<file path="src/rtl/rename_regfile_pkg.sv">
// rename_regfile_pkg: shared widths, types and the per-register rename entry.
package rename_regfile_pkg;
  localparam int XLEN = 32;
  localparam int NUM_REGS = 32;
  localparam int REG_IDX_W = $clog2(NUM_REGS);
  localparam int TAG_W = 4;
  typedef logic [REG_IDX_W-1:0] reg_idx_t;
  typedef logic [TAG_W-1:0] rob_tag_t;
  typedef logic [XLEN-1:0] word_t;
  typedef struct packed {
    word_t value;
    logic busy;
    rob_tag_t tag;
  } rf_entry_t;
endpackage

</file>
<file path="src/rtl/rf_read_port.sv">
// rf_read_port: one combinational read port with same-cycle commit bypass.
module rf_read_port
  import rename_regfile_pkg::*;
(
  input  reg_idx_t                   idx,
  input  rf_entry_t [NUM_REGS-1:0]   regs,
  input  logic                       commit_on,
  input  reg_idx_t                   commit_rd,
  input  rob_tag_t                   commit_tag,
  input  word_t                      commit_val,
  output word_t                      val,
  output logic                       busy,
  output rob_tag_t                   tag
);
  rf_entry_t e;
  logic byp;
  always_comb begin
    e = (idx == '0) ? '0 : regs[idx];
    byp = commit_on && commit_rd == idx && e.busy && e.tag == commit_tag;
    val = byp ? commit_val : e.value;
    busy = e.busy && !byp;
    tag = busy ? e.tag : '0;
  end
endmodule

</file>
<file path="src/rtl/rename_regfile.sv">
// rename_regfile: architectural register file with busy/tag rename state and commit bypass.
module rename_regfile
  import rename_regfile_pkg::*;
#(
  parameter int NUM_RD_PORTS = 2
) (
  input  logic                              clk_in,
  input  logic                              rst_n_in,
  input  logic                              rdy_in,
  input  logic                              flush_in,
  input  logic                              issue_en_in,
  input  logic [REG_IDX_W-1:0]              issue_rd_in,
  input  logic [TAG_W-1:0]                  issue_tag_in,
  input  logic                              commit_en_in,
  input  logic [REG_IDX_W-1:0]              commit_rd_in,
  input  logic [TAG_W-1:0]                  commit_tag_in,
  input  logic [XLEN-1:0]                   commit_val_in,
  input  logic [NUM_RD_PORTS*REG_IDX_W-1:0] rd_idx_in,
  output logic [NUM_RD_PORTS*XLEN-1:0]      rd_val_out,
  output logic [NUM_RD_PORTS-1:0]           rd_busy_out,
  output logic [NUM_RD_PORTS*TAG_W-1:0]     rd_tag_out
);
  rf_entry_t [NUM_REGS-1:0] regs, regs_nxt;
  always_comb begin
    regs_nxt = regs;
    for (int i = 1; i < NUM_REGS; i++) begin
      if (commit_en_in && commit_rd_in == reg_idx_t'(i)) begin
        regs_nxt[i].value = commit_val_in;
        if (regs[i].busy && regs[i].tag == commit_tag_in) begin
          regs_nxt[i].busy = 1'b0;
          regs_nxt[i].tag = '0;
        end
      end
      if (issue_en_in && issue_rd_in == reg_idx_t'(i)) begin
        regs_nxt[i].busy = 1'b1;
        regs_nxt[i].tag = issue_tag_in;
      end
      if (flush_in) begin
        regs_nxt[i].busy = 1'b0;
        regs_nxt[i].tag = '0;
      end
    end
  end
  always_ff @(posedge clk_in or negedge rst_n_in)
    if (!rst_n_in) regs <= '0;
    else if (rdy_in) regs <= regs_nxt;
  for (genvar p = 0; p < NUM_RD_PORTS; p++) begin : g_rd
    rf_read_port u_port (
      .idx        (rd_idx_in[p*REG_IDX_W +: REG_IDX_W]),
      .regs       (regs),
      .commit_on  (rdy_in && commit_en_in),
      .commit_rd  (commit_rd_in),
      .commit_tag (commit_tag_in),
      .commit_val (commit_val_in),
      .val        (rd_val_out[p*XLEN +: XLEN]),
      .busy       (rd_busy_out[p]),
      .tag        (rd_tag_out[p*TAG_W +: TAG_W])
    );
  end
endmodule

</file>
<file path="config.mk">
export PLATFORM = sky130hd
export DESIGN_NAME = rename_regfile
export DESIGN_NICKNAME = d
export VERILOG_FILES = /design/src/rtl/rename_regfile_pkg.sv /design/src/rtl/rf_read_port.sv /design/src/rtl/rename_regfile.sv
export SDC_FILE = /design/constraint.sdc
export NUM_CORES = 2
export LEC_CHECK = 0
export ABC_AREA = 1
export ABC_CLOCK_PERIOD_IN_PS = 3100
export CAP_MARGIN = 20
export CORE_ASPECT_RATIO = 1.75
export CORE_MARGIN = 5
export CORE_UTILIZATION = 37
export DETAILED_ROUTE_END_ITERATION = 12
export SKIP_LAST_GASP = 1
export SLEW_MARGIN = 30
export SYNTH_ARGS = -nofsm -noshare
export SYNTH_HDL_FRONTEND = slang
export SYNTH_SLANG_ARGS = --single-unit
</file>
<file path="constraint.sdc">
create_clock -name clk_in -period 3.1 [get_ports clk_in]
set_clock_uncertainty 0.15 [all_clocks]
set_input_delay 0.465 -clock clk_in [delete_from_list [all_inputs] [get_ports clk_in]]
set_output_delay 0.465 -clock clk_in [all_outputs]
set_load 0.05 [all_outputs]
</file>
## Yosys cells after proc, flatten, opt, wreduce, memory -nomap -nowiden

Cells that the tools add are included.

- Order comparisons: 2
- Eq/ne operators: 97
- Multiplexer cells: 134
- Reductions and logical operators: 230

Operators with widths:

| operator | number |
|---|---|
| $mux W5 | 124 |
| $bmux W37 S5 | 2 |
| $reduce_bool A3 Y1 | 62 |
| $eq A5 B5 Y1 const B | 32 |
| $mux W37 | 4 |
| $eq A4 B4 Y1 | 33 |
| $logic_and A1 B1 Y1 | 102 |
| $reduce_and A3 Y1 | 31 |
| $eq A5 B4 Y1 const B | 16 |
| $mux W32 | 2 |
| $reduce_and A2 Y1 | 31 |
| $eq A5 B3 Y1 const B | 8 |
| $eq A5 B2 Y1 const B | 4 |
| $lt A5 B6 Y1 const B | 2 |
| $eq A5 B1 Y1 const B | 2 |
| $eq A5 B5 Y1 | 2 |
| $logic_not A5 Y1 | 2 |
| $mux W4 | 2 |
| $logic_not A1 Y1 | 2 |

- Bits in registers: 1147
- Input bits: 66
- Output and inout bits: 74
- Logic and storage cells: 556

## Longest topological paths before layout

- Word-level depth: 8
- Gate-level depth with buffers: 16
- Gate-level depth less buffers: 14

## Hierarchy

From an unflattened synthesis, not the netlist that was laid out.

- Cells, all modules: 9395
- Area, all modules: 67370.9 µm²

By module, submodules not included:

| module | instances | cells each | area an instance (µm²) | seq. area each (µm²) |
|---|---|---|---|---|
| rename_regfile | 1 | 4853 | 44691.6 | 28702.5 |
| rf_read_port | 2 | 2271 | 11339.6 | 0.0 |

## Worst setup path after synthesis

OpenSTA, ideal clock, no wires.

- Path type: input to output
- From: in rd_idx_in[1]
- To: out rd_tag_out[0]
- Data arrival time: 2329 ps
- Required time: 2485 ps
- Path slack: 156 ps
- Cell stages on the path: 13
- Path buffers: 2
- Path through: buf_4 > nor2_4 > buf_2 > nand2_1 > nand3_1 > nand3_1 > nand3_1 > nand3_1 > nand2_1 > nor2_1 > nand2_1 > nand2_1 > nor2_1

- Word-level cells in the longest chain between the ends: 8
- Elaborated cells between the ends (all ways): 12
- Those cells by class: eq/ne: 2; mux: 4; reduce/logical: 6

Ends and longest elaborated chain:

| element | RTL line | text |
|---|---|---|
| start: declaration | rename_regfile.sv:18 | `input logic [NUM_RD_PORTS*REG_IDX_W-1:0] rd_idx_in,` |
| $bmux W37 S5 | rf_read_port.sv:18 | `e = (idx == '0) ? '0 : regs[idx];` |
| $mux W37 (implied by the code) | rf_read_port.sv:18 |  |
| $mux W37 | rf_read_port.sv:18 |  |
| $eq A4 B4 Y1 or $logic_and A1 B1 Y1 (tied branches) | rf_read_port.sv:19 | `byp = commit_on && commit_rd == idx && e.busy && e.tag == commit_tag;` |
| $logic_and A1 B1 Y1 | rf_read_port.sv:19 |  |
| $logic_not A1 Y1 | rf_read_port.sv:21 | `busy = e.busy && !byp;` |
| $logic_and A1 B1 Y1 | rf_read_port.sv:21 |  |
| $mux W4 * | rf_read_port.sv:22 | `tag = busy ? e.tag : '0;` |
| end: declaration | rename_regfile.sv:21 | `output logic [NUM_RD_PORTS*TAG_W-1:0] rd_tag_out` |

Mark *: on every way between the ends. The rest lies on a longest branch, timed or not. The select of a mux whose other input is x is not followed.

## Final worst setup path

- From: reg, netlist name regs[851]
- To: out rd_val_out[42]

- Word-level cells in the longest chain between the ends: 6

Ends and longest elaborated chain:

| element | RTL line | text |
|---|---|---|
| $bmux W37 S5 | rf_read_port.sv:18 |  |
| $mux W37 (implied by the code) | rf_read_port.sv:18 |  |
| $mux W37 | rf_read_port.sv:18 |  |
| $eq A4 B4 Y1 | rf_read_port.sv:19 |  |
| $logic_and A1 B1 Y1 | rf_read_port.sv:19 |  |
| $mux W32 | rf_read_port.sv:20 | `val = byp ? commit_val : e.value;` |
| end: declaration | rename_regfile.sv:19 | `output logic [NUM_RD_PORTS*XLEN-1:0] rd_val_out,` |

Every way passes these cells. The select of a mux whose other input is x is not followed.

==> impl_metrics.tcl <==
set metrics [dict create \
    status "finished, violations left" \
    violations "setup timing" \
    floorplan.die.width_um 329.9 \
    gr-usage-all-layers_pct 30.87 \
    cts_root_buffer "clkbuf_16" \
    synth_fp_nets 9325 \
    syn_inst 9259 \
    largestRegisters "regs x1147" \
    synth-seq-cells 1147 \
    firstDrtPassIters 8 \
    power_switching_uw 13390 \
    fin_crit_ps 3670 \
    synthArstFlopShare_pct 100.0 \
    crit_type "reg2out" \
    dieHeight_um 569.9 \
    final_antenna_net_count 0 \
    clkTransAtPathRegs_ps 60 \
    place.detailed.hpwl_um 197400 \
    core_um2 178300 \
    start_util_pct 37.18 \
    start_kind "flop" \
    fin_util_pct 46.01 \
    min_path_type "in2async" \
    r2r_start "regs[851]$_DFFE_PN0P_" \
    reg2reg_to "regs[853]$_DFFE_PN0P_" \
    clock_latency_ps 750 \
    rsz0062_at_grt "yes" \
    cts.path.max_buffers 3 \
    drtIter0Drc 8148 \
    hold_ws_ps 144.8 \
    pin_count 140 \
    drc 0 \
    io_buffer_count 139 \
    required_ps 2480 \
    clkPwrFrac_pct 35.6 \
    cp.arrival_ps 3060 \
    p_int_uw 28280 \
    netSwitchingFraction_pct 32.14 \
    final_nets 9559 \
    drive_gt1_share_pct 15.36 \
    wl_um 301100 \
    dieArea_um2 188000 \
    post-place-ws_ps -571.9 \
    grt_pass1_wl_um 439900 \
    grt_max_degree 102 \
    yosys_warnings 0 \
    p_leak_uw 0.03547 \
    reg2reg_depth 10 \
    synth.avg_cell_area_um2 7.158 \
    clock.fmax_mhz 272.5 \
    top_register "regs" \
    finalSetupViolCount 74 \
    maxSlewHeadroom_pct 43.89 \
    hold_viol 0 \
    grt_overflow_total 0 \
    drv_slew 0 \
    cts_tree "yes" \
    grt_pass1_vias 68157 \
    ir_worst_vdd_mv 0.4744 \
    synth-edff-count 0 \
    cts_max_level 3 \
    cts_sinks 1147 \
    drv_cap 0 \
    syn-cell-area_um2 66280 \
    synth_ff_type "dfrtp_1" \
    combPwrFrac_pct 21.7 \
    finalWeightedCongestion 1.017 \
    worstPathMaxFanout 8 \
    antenna_found_initial 6 \
    post-route-period-util_pct 118.4 \
    regToRegSetupSlack_ps 1100 \
    crit_path_end_kind "output pin" \
    wl_per_cell_um 25.15 \
    numCtsBuffers 114 \
    layout_setup_ws_ps -570.3 \
    largest_reg_flops 1147 \
    worstMarginPinSlew_ps 840.8 \
    p_per_area_nw_per_um2 508.1 \
    syn2layout_area_growth_pct 23.74 \
    via_per_inst 5.907 \
    pwr-share-seq_pct 42.7 \
    via_count 70697 \
    ys_seq_area_share_pct 43.31 \
    yosysUniqueCellTypes 38 \
    rows 205 \
]
==> cells by family (layout without fill, tap and decap cells) <==
| group | count (synthesis) | after routing | share of synthesized area (%) |
|---|---|---|---|
| AO/OA/AOI/OAI | 3506 | 3506 | 28.57 |
| XOR/XNOR | 22 | 22 | 0.2907 |
| buffers and inverters | 1576 | 1903 | 9.584 |
| flip-flops | 1147 | 1147 | 43.31 |
| other | 0 | 3 | 0 |
| AND/OR/NAND/NOR | 3008 | 3008 | 18.25 |
==> cells in the mapped netlist (31+ instances only) <==
library cell,instances,share of area (%)
nand2_1,1994,11
o21ai_0,1901,14
dfrtp_1,1147,43
a21oi_1,914,6.9
inv_1,723,4.1
clkbuf_1,542,3.1
nor2_1,471,2.7
nand3_1,461,3.5
o211ai_1,353,4.0
buf_2,216,1.6
o22ai_1,101,0.95
o21ai_1,82,0.62
a22oi_1,58,0.66
buf_1,52,0.29
nand4_1,46,0.43
a31oi_1,33,0.31
a211oi_1,31,0.35
==> cell type report <==
| cell class | instances | area (um2) |
|---|---|---|
| Antenna cell | 3 | 7.507 |
| Clock buffer | 166 | 3309 |
| Clock inverter | 43 | 573.1 |
| Fill cell | 17717 | 96250 |
| Inverter | 734 | 2801 |
| Multi-Input combinational cell | 6536 | 32920 |
| Sequential cell | 1147 | 28720 |
| Tap cell | 2380 | 2978 |
| Timing Repair Buffer | 960 | 10700 |
==> per-layer routing <==
metal / vias up / wire, um / track usage [%]
met5: - / 13 / 0
met4: 2 / 25970 / 21.63
met3: 1239 / 27940 / 6.132
met2: 4063 / 137600 / 49.76
met1: 33630 / 109500 / 36.90
li1: 31763 / - / -
==> per-stage QoR <==
stage	std cells	total power [uW]	instance area, um2	TNS, ps
final	11969	41670	82010	-36490
after global routing	11967	43500	82010	-42990
after CTS	11936	41490	80780	-35350
after detailed placement	11692	26460	75600	-31490
after global placement	11692	26260	75600	-31250
after floorplan	9259	22720	66280	0
==> power by group through the flow <==
stage	registers, uW	logic [uW]	clock network (uW)
floorplan	17700	4990	0
global placement	18000	8290	0
detailed placement	18000	8430	0
CTS	17800	8680	15000
global route	18000	9900	15600
finish	17800	9040	14800
==> how the worst max path moves through the flow <==
stage / cells after the start / from / endpoint / slack (ps)
floorplan: 13 / rd_idx_in[1] / rd_tag_out[0] / 160
CTS: 16 / regs[814]$_DFFE_PN0P_ / rd_val_out[42] / -580
finish: 16 / regs[851]$_DFFE_PN0P_ / rd_val_out[42] / -570
global placement: 17 / rd_idx_in[0] / rd_val_out[6] / -580
global route: 14 / regs[297]$_DFFE_PN0P_ / rd_val_out[42] / -660
detailed placement: 17 / rd_idx_in[0] / rd_val_out[20] / -570
==> layout by cell type, fill, tap and decap left out, drive strengths merged, types with 2 or more instances in the layout <==
master,instances
a211oi,31
o2111ai,12
nand3,463
diode,3
inv,734
clkinv,27
clkbuf,173
a21oi,915
o31ai,8
buf,900
nor4,17
xnor2,15
o22ai,101
clkinvlp,5
o221ai,2
nand2,1994
bufinv,11
o21ai,1983
a22oi,58
clkdlybuf4s50,52
nand4,46
a2bb2oi,5
a2111oi,3
o211ai,353
a31oi,33
xor2,7
nor2,478
dfrtp,1147
nor3,9
==> repair_timing <==
item	in CTS	in global routing
hold buffers	1	0
endpoints found under the setup margin	74	74
setup buffers	33	27
endpoints found under the hold margin	150	0
gates resized for setup	287	260
cloned	4	7
pin swaps	51	84
==> worst max-delay path, stage by stage (launching register included) <==
cell	delay (ps)
dfrtp_1	420
nand2_1	70
nand3_1	80
o211ai_1	170
nand3_1	170
nand3_2	110
buf_6	130
nand3_4	60
buf_6	100
nand3_4	70
nor2_4	110
buf_12	150
buf_6	110
buf_12	170
nand3_4	100
nand2_2	100
buf_8	140
Note: power is estimated with default switching activity, not from simulation.
